`src/rtl/huff_bigval_ctrl.sv`:
```
// Big-values region controller: walks the pair index, selects the Huffman table
// per region, meters serial bits into the decoder bank and writes decoded pairs.
module huff_bigval_ctrl #(
    parameter int MAX_PAIRS     = 288,
    parameter int MAX_WORD_BITS = 32
) (
    input  logic        clk,
    input  logic        rst,
    input  logic        start,
    input  logic [9:0]  big_values,
    input  logic [4:0]  table_select0,
    input  logic [4:0]  table_select1,
    input  logic [4:0]  table_select2,
    input  logic [9:0]  region1_start,
    input  logic [9:0]  region2_start,
    input  logic        bit_valid,
    input  logic        bit_data,
    output logic        bit_ready,
    output logic [4:0]  dec_table,
    output logic        dec_axiiv,
    output logic        dec_axiid,
    input  logic        dec_axiov,
    input  logic [15:0] dec_x,
    input  logic [15:0] dec_y,
    output logic        dec_flush,
    output logic        pair_valid,
    output logic [9:0]  pair_addr,
    output logic [15:0] pair_x,
    output logic [15:0] pair_y,
    output logic [15:0] bits_used,
    output logic        busy,
    output logic        done,
    output logic        err,
    output logic [2:0]  dbg_state
);
    localparam int WBW = $clog2(MAX_WORD_BITS + 1);

    typedef enum logic [2:0] {
        S_IDLE, S_SETUP, S_DECODE, S_ZFILL, S_FINISH, S_ERROR
    } state_t;

    state_t          state_q, state_d;
    logic [9:0]      pair_cnt_q, pair_cnt_d;
    logic [15:0]     bits_used_q, bits_used_d;
    logic [4:0]      dec_table_q, dec_table_d;
    logic [WBW-1:0]  wbits_q, wbits_d;
    logic [9:0]      zend_q, zend_d;
    logic [9:0]      bv_q, r1_q, r2_q;
    logic [4:0]      ts0_q, ts1_q, ts2_q;
    logic            cfg_load;
    logic [4:0]      act_tab;
    logic [9:0]      act_end;
    logic            cfg_bad;
    logic            bit_ready_c, dec_axiiv_c, dec_flush_c, pair_valid_c, done_c, err_c;
    logic [15:0]     pair_x_c, pair_y_c;

    // Region lookup; a boundary at 0 or beyond big_values yields an empty region.
    always_comb begin
        act_tab = ts2_q;
        act_end = bv_q;
        if (pair_cnt_q < r1_q) begin
            act_tab = ts0_q;
            act_end = r1_q;
        end else if (pair_cnt_q < r2_q) begin
            act_tab = ts1_q;
            act_end = r2_q;
        end
        if (act_end > bv_q) act_end = bv_q;
    end

    assign cfg_bad = (int'(bv_q) > MAX_PAIRS) || (r2_q < r1_q);

    always_comb begin
        state_d      = state_q;
        pair_cnt_d   = pair_cnt_q;
        bits_used_d  = bits_used_q;
        dec_table_d  = dec_table_q;
        wbits_d      = wbits_q;
        zend_d       = zend_q;
        cfg_load     = 1'b0;
        bit_ready_c  = 1'b0;
        dec_axiiv_c  = 1'b0;
        dec_flush_c  = 1'b0;
        pair_valid_c = 1'b0;
        pair_x_c     = 16'd0;
        pair_y_c     = 16'd0;
        done_c       = 1'b0;
        err_c        = 1'b0;
        case (state_q)
            S_IDLE: begin
                if (start) begin
                    state_d     = S_SETUP;
                    cfg_load    = 1'b1;
                    pair_cnt_d  = 10'd0;
                    bits_used_d = 16'd0;
                    dec_flush_c = 1'b1;
                end
            end
            S_SETUP: begin
                wbits_d     = '0;
                dec_table_d = act_tab;
                zend_d      = act_end;
                if (pair_cnt_q == bv_q)                                   state_d = S_FINISH;
                else if (cfg_bad || act_tab == 5'd4 || act_tab == 5'd14) state_d = S_ERROR;
                else if (act_tab == 5'd0)                                 state_d = S_ZFILL;
                else                                                      state_d = S_DECODE;
            end
            S_DECODE: begin
                if (dec_axiov) begin
                    pair_valid_c = 1'b1;
                    pair_x_c     = dec_x;
                    pair_y_c     = dec_y;
                    pair_cnt_d   = pair_cnt_q + 10'd1;
                    // The last pair needs no region re-evaluation, so finish directly.
                    state_d = (pair_cnt_q + 10'd1 == bv_q) ? S_FINISH : S_SETUP;
                end else if (wbits_q == WBW'(MAX_WORD_BITS)) begin
                    state_d = S_ERROR;
                end else begin
                    bit_ready_c = bit_valid;
                    dec_axiiv_c = bit_valid;
                    if (bit_valid) begin
                        bits_used_d = bits_used_q + 16'd1;
                        wbits_d     = wbits_q + WBW'(1);
                    end
                end
            end
            S_ZFILL: begin
                pair_valid_c = 1'b1;
                pair_cnt_d   = pair_cnt_q + 10'd1;
                if (pair_cnt_q + 10'd1 >= zend_q) state_d = S_SETUP;
            end
            S_FINISH: begin
                done_c      = 1'b1;
                dec_flush_c = 1'b1;
                state_d     = S_IDLE;
            end
            S_ERROR: begin
                err_c       = 1'b1;
                dec_flush_c = 1'b1;
                state_d     = S_IDLE;
            end
            default: state_d = S_IDLE;
        endcase
    end

    always_ff @(posedge clk) begin
        if (!rst) begin
            state_q     <= S_IDLE;
            pair_cnt_q  <= 10'd0;
            bits_used_q <= 16'd0;
            dec_table_q <= 5'd0;
            wbits_q     <= '0;
            zend_q      <= 10'd0;
            bv_q        <= 10'd0;
            r1_q        <= 10'd0;
            r2_q        <= 10'd0;
            ts0_q       <= 5'd0;
            ts1_q       <= 5'd0;
            ts2_q       <= 5'd0;
        end else begin
            state_q     <= state_d;
            pair_cnt_q  <= pair_cnt_d;
            bits_used_q <= bits_used_d;
            dec_table_q <= dec_table_d;
            wbits_q     <= wbits_d;
            zend_q      <= zend_d;
            if (cfg_load) begin
                bv_q  <= big_values;
                r1_q  <= region1_start;
                r2_q  <= region2_start;
                ts0_q <= table_select0;
                ts1_q <= table_select1;
                ts2_q <= table_select2;
            end
        end
    end

    // Outputs are forced to their idle values while reset is held.
    assign bit_ready  = rst & bit_ready_c;
    assign dec_axiiv  = rst & dec_axiiv_c;
    assign dec_axiid  = bit_data;
    assign dec_flush  = ~rst | dec_flush_c;
    assign dec_table  = dec_table_q;
    assign pair_valid = rst & pair_valid_c;
    assign pair_addr  = pair_cnt_q;
    assign pair_x     = pair_x_c;
    assign pair_y     = pair_y_c;
    assign bits_used  = bits_used_q;
    assign busy       = rst & (state_q != S_IDLE);
    assign done       = rst & done_c;
    assign err        = rst & err_c;
    assign dbg_state  = state_q;
endmodule

```
`config.mk`:
```
export PLATFORM = sky130hd
export DESIGN_NAME = huff_bigval_ctrl
export DESIGN_NICKNAME = d
export VERILOG_FILES = /design/src/rtl/huff_bigval_ctrl.sv
export SDC_FILE = /design/constraint.sdc
export NUM_CORES = 1
export LEC_CHECK = 0
export ABC_AREA = 1
export CAP_MARGIN = 0
export CELL_PAD_IN_SITES_DETAIL_PLACEMENT = 1
export CELL_PAD_IN_SITES_GLOBAL_PLACEMENT = 2
export CORE_MARGIN = 5
export CORE_UTILIZATION = 29
export DETAILED_ROUTE_END_ITERATION = 8
export PLACE_DENSITY_LB_ADDON = 0.1
export SETUP_SLACK_MARGIN = 0.02
export SLEW_MARGIN = 25
export SYNTH_ARGS = -nofsm -noshare
export SYNTH_HDL_FRONTEND = slang
export SYNTH_SLANG_ARGS = --single-unit
```
`constraint.sdc`:
```
create_clock -name clk -period 8.35 [get_ports clk]
set_input_delay 1.2525 -clock clk [delete_from_list [all_inputs] [get_ports clk]]
set_output_delay 1.2525 -clock clk [all_outputs]
set_load 0.02 [all_outputs]
```
; ---- Word level (Yosys, flattened, before mapping)
; Cells that the tools add are included.
[totals]
output_inout_bits = 74
reg_bits = 95
elab_cells = 99
n_memories = 0
latch_bits = 0
ramBits = 0
romBits = 0
[classes]
muxes = 40
shift = 0
n_reduce_logical = 14
div_mod_pow = 0
order_cmp = 6
mul = 0
n_addsub = 3
bitwise_logic = 7
n_eq_ne = 17
[ops]
columns = cell, count
row1 = 16-bit 2-to-1 mux, 8
row2 = 10-bit 2-to-1 mux, 5
row3 = 16-bit one-hot mux with 2 select lines, 1
row4 = 10-bit < comparator, 3
row5 = 10-bit one-hot mux with 3 select lines, 1
row6 = 3-bit 2-to-1 mux, 7
row7 = 10-bit equality test, 2
row8 = 6-bit 2-to-1 mux, 3
row9 = "16-bit by 1-bit adder with 16-bit output, second input constant", 1
row10 = "2-bit != test, second input constant", 6
row11 = 3-bit one-hot mux with 4 select lines, 1
row12 = 6-bit one-hot mux with 2 select lines, 1
row13 = "10-bit by 1-bit adder with 10-bit output, second input constant", 1
row14 = 10-bit greater-or-equal comparator, 1
row15 = 10-bit > comparator, 1
row16 = "10-bit by 9-bit > comparator with 1-bit output, second input constant", 1
row17 = 5-bit 2-to-1 mux, 2
row18 = 1-bit 2-to-1 mux, 9
row19 = "6-bit by 1-bit adder with 6-bit output, second input constant", 1
row20 = "3-bit by 2-bit equality test with 1-bit output, second input constant", 2
row21 = "3-bit equality test, second input constant", 2
row22 = "6-bit equality test, second input constant", 1
row23 = 3-bit AND reduction, 2
row24 = 3-bit nonzero test, 2
row25 = 15 further kinds, 23

; ---- Depth between registers and ports, before layout
; Gate-level depths: netlist of run 1.
[depth]
depth_word = 9
depth_mapped = 23

; ---- Least setup slack after synthesis of run 1
; OpenSTA, ideal clock, no wires.
[synth_path]
path_kind = input to output
startpoint = input port dec_axiov
endpoint = output port dec_axiiv
cell_stages = 5
n_path_buf = 2
setup_slack_ps = 4661
arrival_ps = 2436
required_ps = 7098
cell_sequence = clkbuf_1 -> inv_1 -> nand3_1 -> nor3_1 -> buf_4
[synth_via]
elab_chain_len = 3
[synth_rtl]
columns = element, line_no
row1 = "start, declared", 22  ; input logic dec_axiov,
row2 = 1-bit 2-to-1 mux (2 in series), -
row3 = 1-bit AND, -
row4 = "end, declared", 20  ; output logic dec_axiiv,
; Every way passes these cells.

==> summary.txt, run 1 <==
Global routing
  • Total track usage: 16.97%
  • Number of global-route vias before repair: between 6000 and 7000
  • First-pass GRT wire length: 33080 um
  • Largest net degree at the start of global routing: 82
  • Gr ovfl total: 0
  • Antenna violations before repair: 0

Critical path
  • CP Capture Type: output port
  • Crit start category: primary input
  • Worst Path Required: slightly above 7000 ps
  • Critical Path AT: 3570 ps
  • CP Class: in -> out
  • Crit-path max FO: 12

Timing
  • Hold slack: around 460 ps
  • Crit share post-route: 57.81%
  • Rel. slew slack: 49.20%
  • Max Freq: 207.2 MHz
  • Final slew viol count: 0
  • Worst clock skew: roughly 10 ps
  • Setup TNS: 0 ps
  • Final worst slack: 3523 ps
  • Final setup vio count: 0
  • RSZ-0062 raised after global routing: false
  • Actual slew at the worst max-slew pin: 761.9 ps
  • Final Hold Fails: 0
  • Tmin final: approximately 4800 ps

Placement
  • Post-DP HPWL: around 16000 um
  • Area after DPL: about 8000 um^2
  • IO buf count: between 150 and 200
  • Gp weighted congestion: around 0.75
  • Placement Setup Slack: 3511 ps

Clocking
  • Clock Path Buffers: 2
  • Post-CTS Hold Fix Bufs: 0
  • Deepest level of the CTS H-tree: 3
  • Register clock-pin slew on the reported worst setup and hold paths: roughly 70 ps
  • Clock tree sinks: 95
  • CTS tree: yes
  • CTS Buf Count: 9
  • Post-CTS Resized: 0
  • Clock latency on the worst-skew pair: around 350 ps
  • Root buf cell: clkbuf_16
  • Post-CTS Setup Bufs: 0

Synth
  • Top_reg_cell synth: dfxtp_1
  • Cells after Synth: just under 900
  • Synth async-reset ratio: 0%
  • Netlist cell types: between 40 and 50
  • Synthesis Warnings: 0
  • Post-Syn Nets: between 1000 and 1500
  • Synth Cell Area: roughly 6100 um^2
  • Synth Register Bits: between 90 and 100
  • Syn Area/Cell: around 7 um^2
  • Post-synth EDFFs: 0
  • Register area share after synthesis: 31.35%

Floorplan
  • DIE AREA: about 24000 um^2
  • Starting Density: 29.13%
  • Die width: roughly 150 um
  • Core Area: 20820 um^2
  • Row Count: 53
  • Ports: approximately 160
  • Die height: 154.6 um

Power
  • Pwr dens: 260.1 nW/um^2
  • VDD IR max: between 100 and 150 uV
  • Leakage power: about 3.3 nW

Route
  • Routed wire length per instance: between 15 and 20 um
  • Drt drc: 0
  • Via count: 6187
  • Starting DRT DRC Count: 172
  • Via/cell ratio: roughly 4.8
  • Post-route ant nets: 0
  • 1st-pass router iterations: 4
  • Wirelength, routed: around 20000 um

Status
  • Outcome: complete, no violations

Final layout
  • Commonest non-fill, non-tap cell in the layout: nand2_1
  • Antenna Cells: 0
  • Layout Utilization: about 39%
  • Commonest cells after routing, fill and taps aside: nand2_1 (193), clkdlybuf4s50_1 (153), inv_1 (96)
  • Layout fillers: about 2600
  • Final Cell Area: around 8100 um^2
  • Proportion of layout cells with a drive suffix above 1: under 10%
  • Nets: 1152
  • Area Growth Syn to Fin: 33.85%

Min path
  • Hold WC Path Type: reg -> reg

Flow run
  • # Max-Cap Violations: 0
-- where the power goes --
group | internal (mW) | total (mW) | leakage [nW] | switching [mW]
clock network | 0.235 | 0.430 | 0.145 | 0.195
registers | 0.553 | 0.617 | 0.777 | 0.0635
logic | 0.370 | 1.07 | 2.35 | 0.695
total | 1.16 | 2.11 | 3.27 | 0.954
-- worst max-delay path, stage by stage --
cell and delay [ps]:
clkdlybuf4s50_1 820, nor2_1 150, nor2_1 150, inv_1 70, nor3_1 230, nand2_1 150, nor2_1 110, clkdlybuf4s50_1 640
-- metrics by stage --
| step | total power [mW] | cells |
|---|---|---|
| floorplan | 1.372 | 887 |
| global placement | 1.694 | 1282 |
| detailed placement | 1.713 | 1282 |
| CTS | 2.153 | 1298 |
| global route | 2.322 | 1298 |
| finish | 2.112 | 1298 |
-- final timing paths --
check | from | slack [ps] | depth (start not counted) | end
worst max-delay path | start | 3520 | 8 | pair_valid
worst min-delay path | ts1_q[1] | 460 | 2 | ts1_q[1]
worst max register to register | pair_addr[5] | 4050 | 17 | zend_q[3]
worst min register to register | ts1_q[1] | 460 | 2 | ts1_q[1]
-- cell families (layout without fill, tap and decap cells) --
group,after synthesis,count (layout),share of synthesized area [%]
compound gates,208,208,19.37
fa+ha+maj,51,51,10.52
buf+inv,145,281,9.303
xor+xnor,22,22,3.177
flops,95,95,31.35
simple gates,366,366,26.28
-- per-layer routing --
layer	vias to the layer above	part of all wire, %	GRT usage (%)
met4	0	1.1	3.911
met2	106	47	29.41
met5	-	0	0
li1	3216	-	-
met1	2852	48	22.24
met3	13	4.0	2.602
-- layout make-up --
| type | instances | area [um^2] | area share [%] |
|---|---|---|---|
| Sequential cell | 95 | 1902 | 23.42 |
| Inverter | 106 | 397.9 | 4.901 |
| Tap cell | 275 | 344.1 | 4.238 |
| Multi-Input combinational cell | 647 | 3605 | 44.40 |
| Clock inverter | 6 | 67.56 | 0.8322 |
| Clock buffer | 10 | 229.0 | 2.820 |
| Timing Repair Buffer | 159 | 1574 | 19.39 |
-- registers in the layout, summed over array words and instances (netlist names), 5 cells and up --
name / cells
bits_used: 16
bv_q: 10
pair_addr: 10
r1_q: 10
r2_q: 10
zend_q: 10
wbits_q: 6
dec_table: 5
ts0_q: 5
ts1_q: 5
ts2_q: 5
-- cell usage after synthesis (2+ instances only) --
cell type  count  area share, %
nand4_1       15            1.5
nor3_1        16            1.3
a211oi_1       3           0.37
nand3b_1       3           0.37
nand2_2        2           0.21
nor2_1        77            4.8
nand3_1       40            3.3
a21oi_1       87            7.2
a21o_1         4           0.50
o22ai_1        9           0.93
nor2_2         3           0.31
o21ai_0       63            5.2
clkbuf_1      26            1.6
inv_2          6           0.37
o211ai_1      26            3.2
ha_1          51             11
o21ai_1        5           0.41
dfxtp_1       95             31
inv_1         96            5.9
o2111ai_1      2           0.29
buf_2          7           0.58
nand2_1      194             12
o21a_1         2           0.25
buf_1          3           0.19
clkinv_1       4           0.25
buf_4          3           0.37
xor2_1        13            1.9
xnor2_1        9            1.3
nor4_1         4           0.41
nor3b_1        4           0.50
nand3_2        3           0.50
(Power assumes the default switching activity.)
==> run 2: changes to the inputs <==
- CORE_UTILIZATION: 29 -> 24
- clock period: 8.35 -> 4.2 ns (I/O delays scaled with it)
==> summary.txt, run 2 (synthesis gave the netlist of run 1 again) <==
Status
  • Outcome: complete, no violations

Global routing
  • Gr ovfl total: 0
  • Total track usage: 15.86%
  • Number of global-route vias before repair: around 6400
  • First-pass GRT wire length: around 36000 um
  • Largest net degree at the start of global routing: 48
  • Antenna violations before repair: 0

Min path
  • Hold Startpoint: ts0_q[2]
  • Hold Path End: ts0_q[2]
  • Hold WC Path Type: reg -> reg
  • Hold path depth: 2

Clocking
  • Deepest level of the CTS H-tree: 3
  • CTS Buf Count: 9
  • Register clock-pin slew on the reported worst setup and hold paths: 70 ps
  • Post-CTS Hold Fix Bufs: 0
  • Post-CTS Setup Bufs: 0
  • Clock tree sinks: 95
  • Root buf cell: clkbuf_16
  • Post-CTS Resized: 0
  • CTS tree: yes
  • Clock Path Buffers: 2
  • Clock latency on the worst-skew pair: between 300 and 400 ps

Floorplan
  • DIE AREA: 28550 um^2
  • Die width: about 170 um
  • Core Area: roughly 25000 um^2
  • Starting Density: roughly a quarter
  • Die height: 169.0 um
  • Ports: 157
  • Row Count: 58

Route
  • Starting DRT DRC Count: ~190
  • Routed wire length per instance: about 16 um
  • Via/cell ratio: 4.530
  • Post-route ant nets: 0
  • Via count: slightly above 6000
  • Drt drc: 0
  • Wirelength, routed: around 22000 um
  • 1st-pass router iterations: 4

Final layout
  • Nets: between 1000 and 1500
  • Multi-input logic area: approximately 3600 um^2
  • Commonest non-fill, non-tap cell in the layout: nand2_1
  • Layout Utilization: about a third
  • Max FFs per register: 16
  • Proportion of layout cells with a drive suffix above 1: approximately 5.6%
  • Antenna Cells: 0
  • Area Growth Syn to Fin: 37.46%
  • Layout fillers: around 3200
  • Reg area: 1902 um^2
  • Commonest cells after routing, fill and taps aside: nand2_1 (193), clkdlybuf4s50_1 (153), inv_1 (96)

Power
  • Sw frac: roughly 45%
  • Reg power frac: between 20 and 30%
  • Switch Pwr: slightly below 2 mW
  • VDD IR max: 192.4 uV
  • Pint: 2.422 mW
  • Leakage power: 3.366 nW
  • Combinational power share: 50.4%
  • Pwr Total: 4.382 mW
  • Clock share of power: a little over a fifth
  • Pwr dens: about 530 nW/um^2

Placement
  • Post-DP HPWL: about 18000 um
  • IO buf count: 154
  • Gp weighted congestion: roughly 0.83

Timing
  • Crit share post-route: 88.29%
  • Rel. slew slack: about three fifths
  • Hold slack: 462.6 ps
  • Final Hold Fails: 0
  • Final setup vio count: 0
  • Final slew viol count: 0
  • Worst clock skew: 9.059 ps
  • Actual slew at the worst max-slew pin: slightly above 600 ps
  • Tmin final: 3708 ps
  • Max Freq: between 200 and 300 MHz

Critical path
  • R2R Setup Slk: approximately 500 ps
  • Critical Path Max Stage Delay: roughly 540 ps
  • CP Class: reg -> reg
  • FF-to-FF path depth: 18
  • CP most frequent cell: o21ai_0
  • Worst r2r src: pair_addr[5]
  • Crit path cell chain: buf_4, ha_1, a21o_1, o21ai_0, nand3_4, o211ai_1, o21ai_0, ha_1, nand4_1, nor3_1, o21ai_0, o2111ai_1, nand2_1, clkinv_1, buf_4, nand2_1, o211ai_1, o22ai_1
  • CP max-delay cell: dfxtp_1
  • Crit start category: register
  • Worst Path Required: between 4000 and 5000 ps
  • RR Endpoint: zend_q[6]
  • Crit-path max FO: 21
  • Critical Path AT: slightly below 4000 ps
  • Crit path launch: pair_addr[5]
  • CP Capture Type: register

Flow run
  • # Max-Cap Violations: 0
==> run 2: changes by cell type in the layout (fill, tap and decap cells not counted), sizes merged <==
cell,delta
buf,+14
bufinv,+1
clkinv,-1
==> run 2: worst max path at each step <==
stage                     slack [ps]   endpoint
after global placement           520  zend_q[2]
after floorplan                  890  zend_q[9]
after detailed placement         380  zend_q[6]
after global routing              -4  zend_q[1]
after CTS                        360  zend_q[6]
final                            490  zend_q[6]
==> run 2: power by group through the flow <==
stage | clock (mW) | sequential [mW] | combinational [mW]
3_5_place_dp | 0 | 1.25 | 2.25
2_1_floorplan | 0 | 1.25 | 1.48
6_report | 0.946 | 1.23 | 2.21
3_3_place_gp | 0 | 1.25 | 2.23
5_1_grt | 1.01 | 1.26 | 2.55
4_1_cts | 0.983 | 1.23 | 2.26
==> run 2: per-stage QoR <==
stage                     setup TNS (ps)  worst slack, ps  area, um^2  std cells
after global routing              -8.519           -3.667        8338       1367
after floorplan                        0            891.7        6066        887
after global placement                 0            517.4        7994       1351
final                                  0            491.7        8338       1367
after CTS                              0            364.4        8323       1367
after detailed placement               0            380.5        7994       1351
==> run 2: final cells by class <==
type	count	share of cell area, %
repair buffers	173	20.14
flip-flops and latches	95	22.81
inverters	106	4.772
clock buffers	10	2.866
well taps	330	4.952
multi-input cells	647	43.38
clock inverters	6	1.080
==> run 2: per-layer routing <==
metal	track usage (%)	up-vias	wire [um]
met2	26.76	88	10480
met3	2.756	7	783
met5	0	-	0
met4	2.835	0	133
li1	-	3246	-
met1	21.54	2851	11010
==> run 2: critical path: cells and delay by family, from the launching register on <==
family | cells | cell delay (ps)
compound gates | 8 | 1190
simple gates | 5 | 800
fa+ha+maj | 2 | 570
flops | 1 | 540
buf+inv | 3 | 450
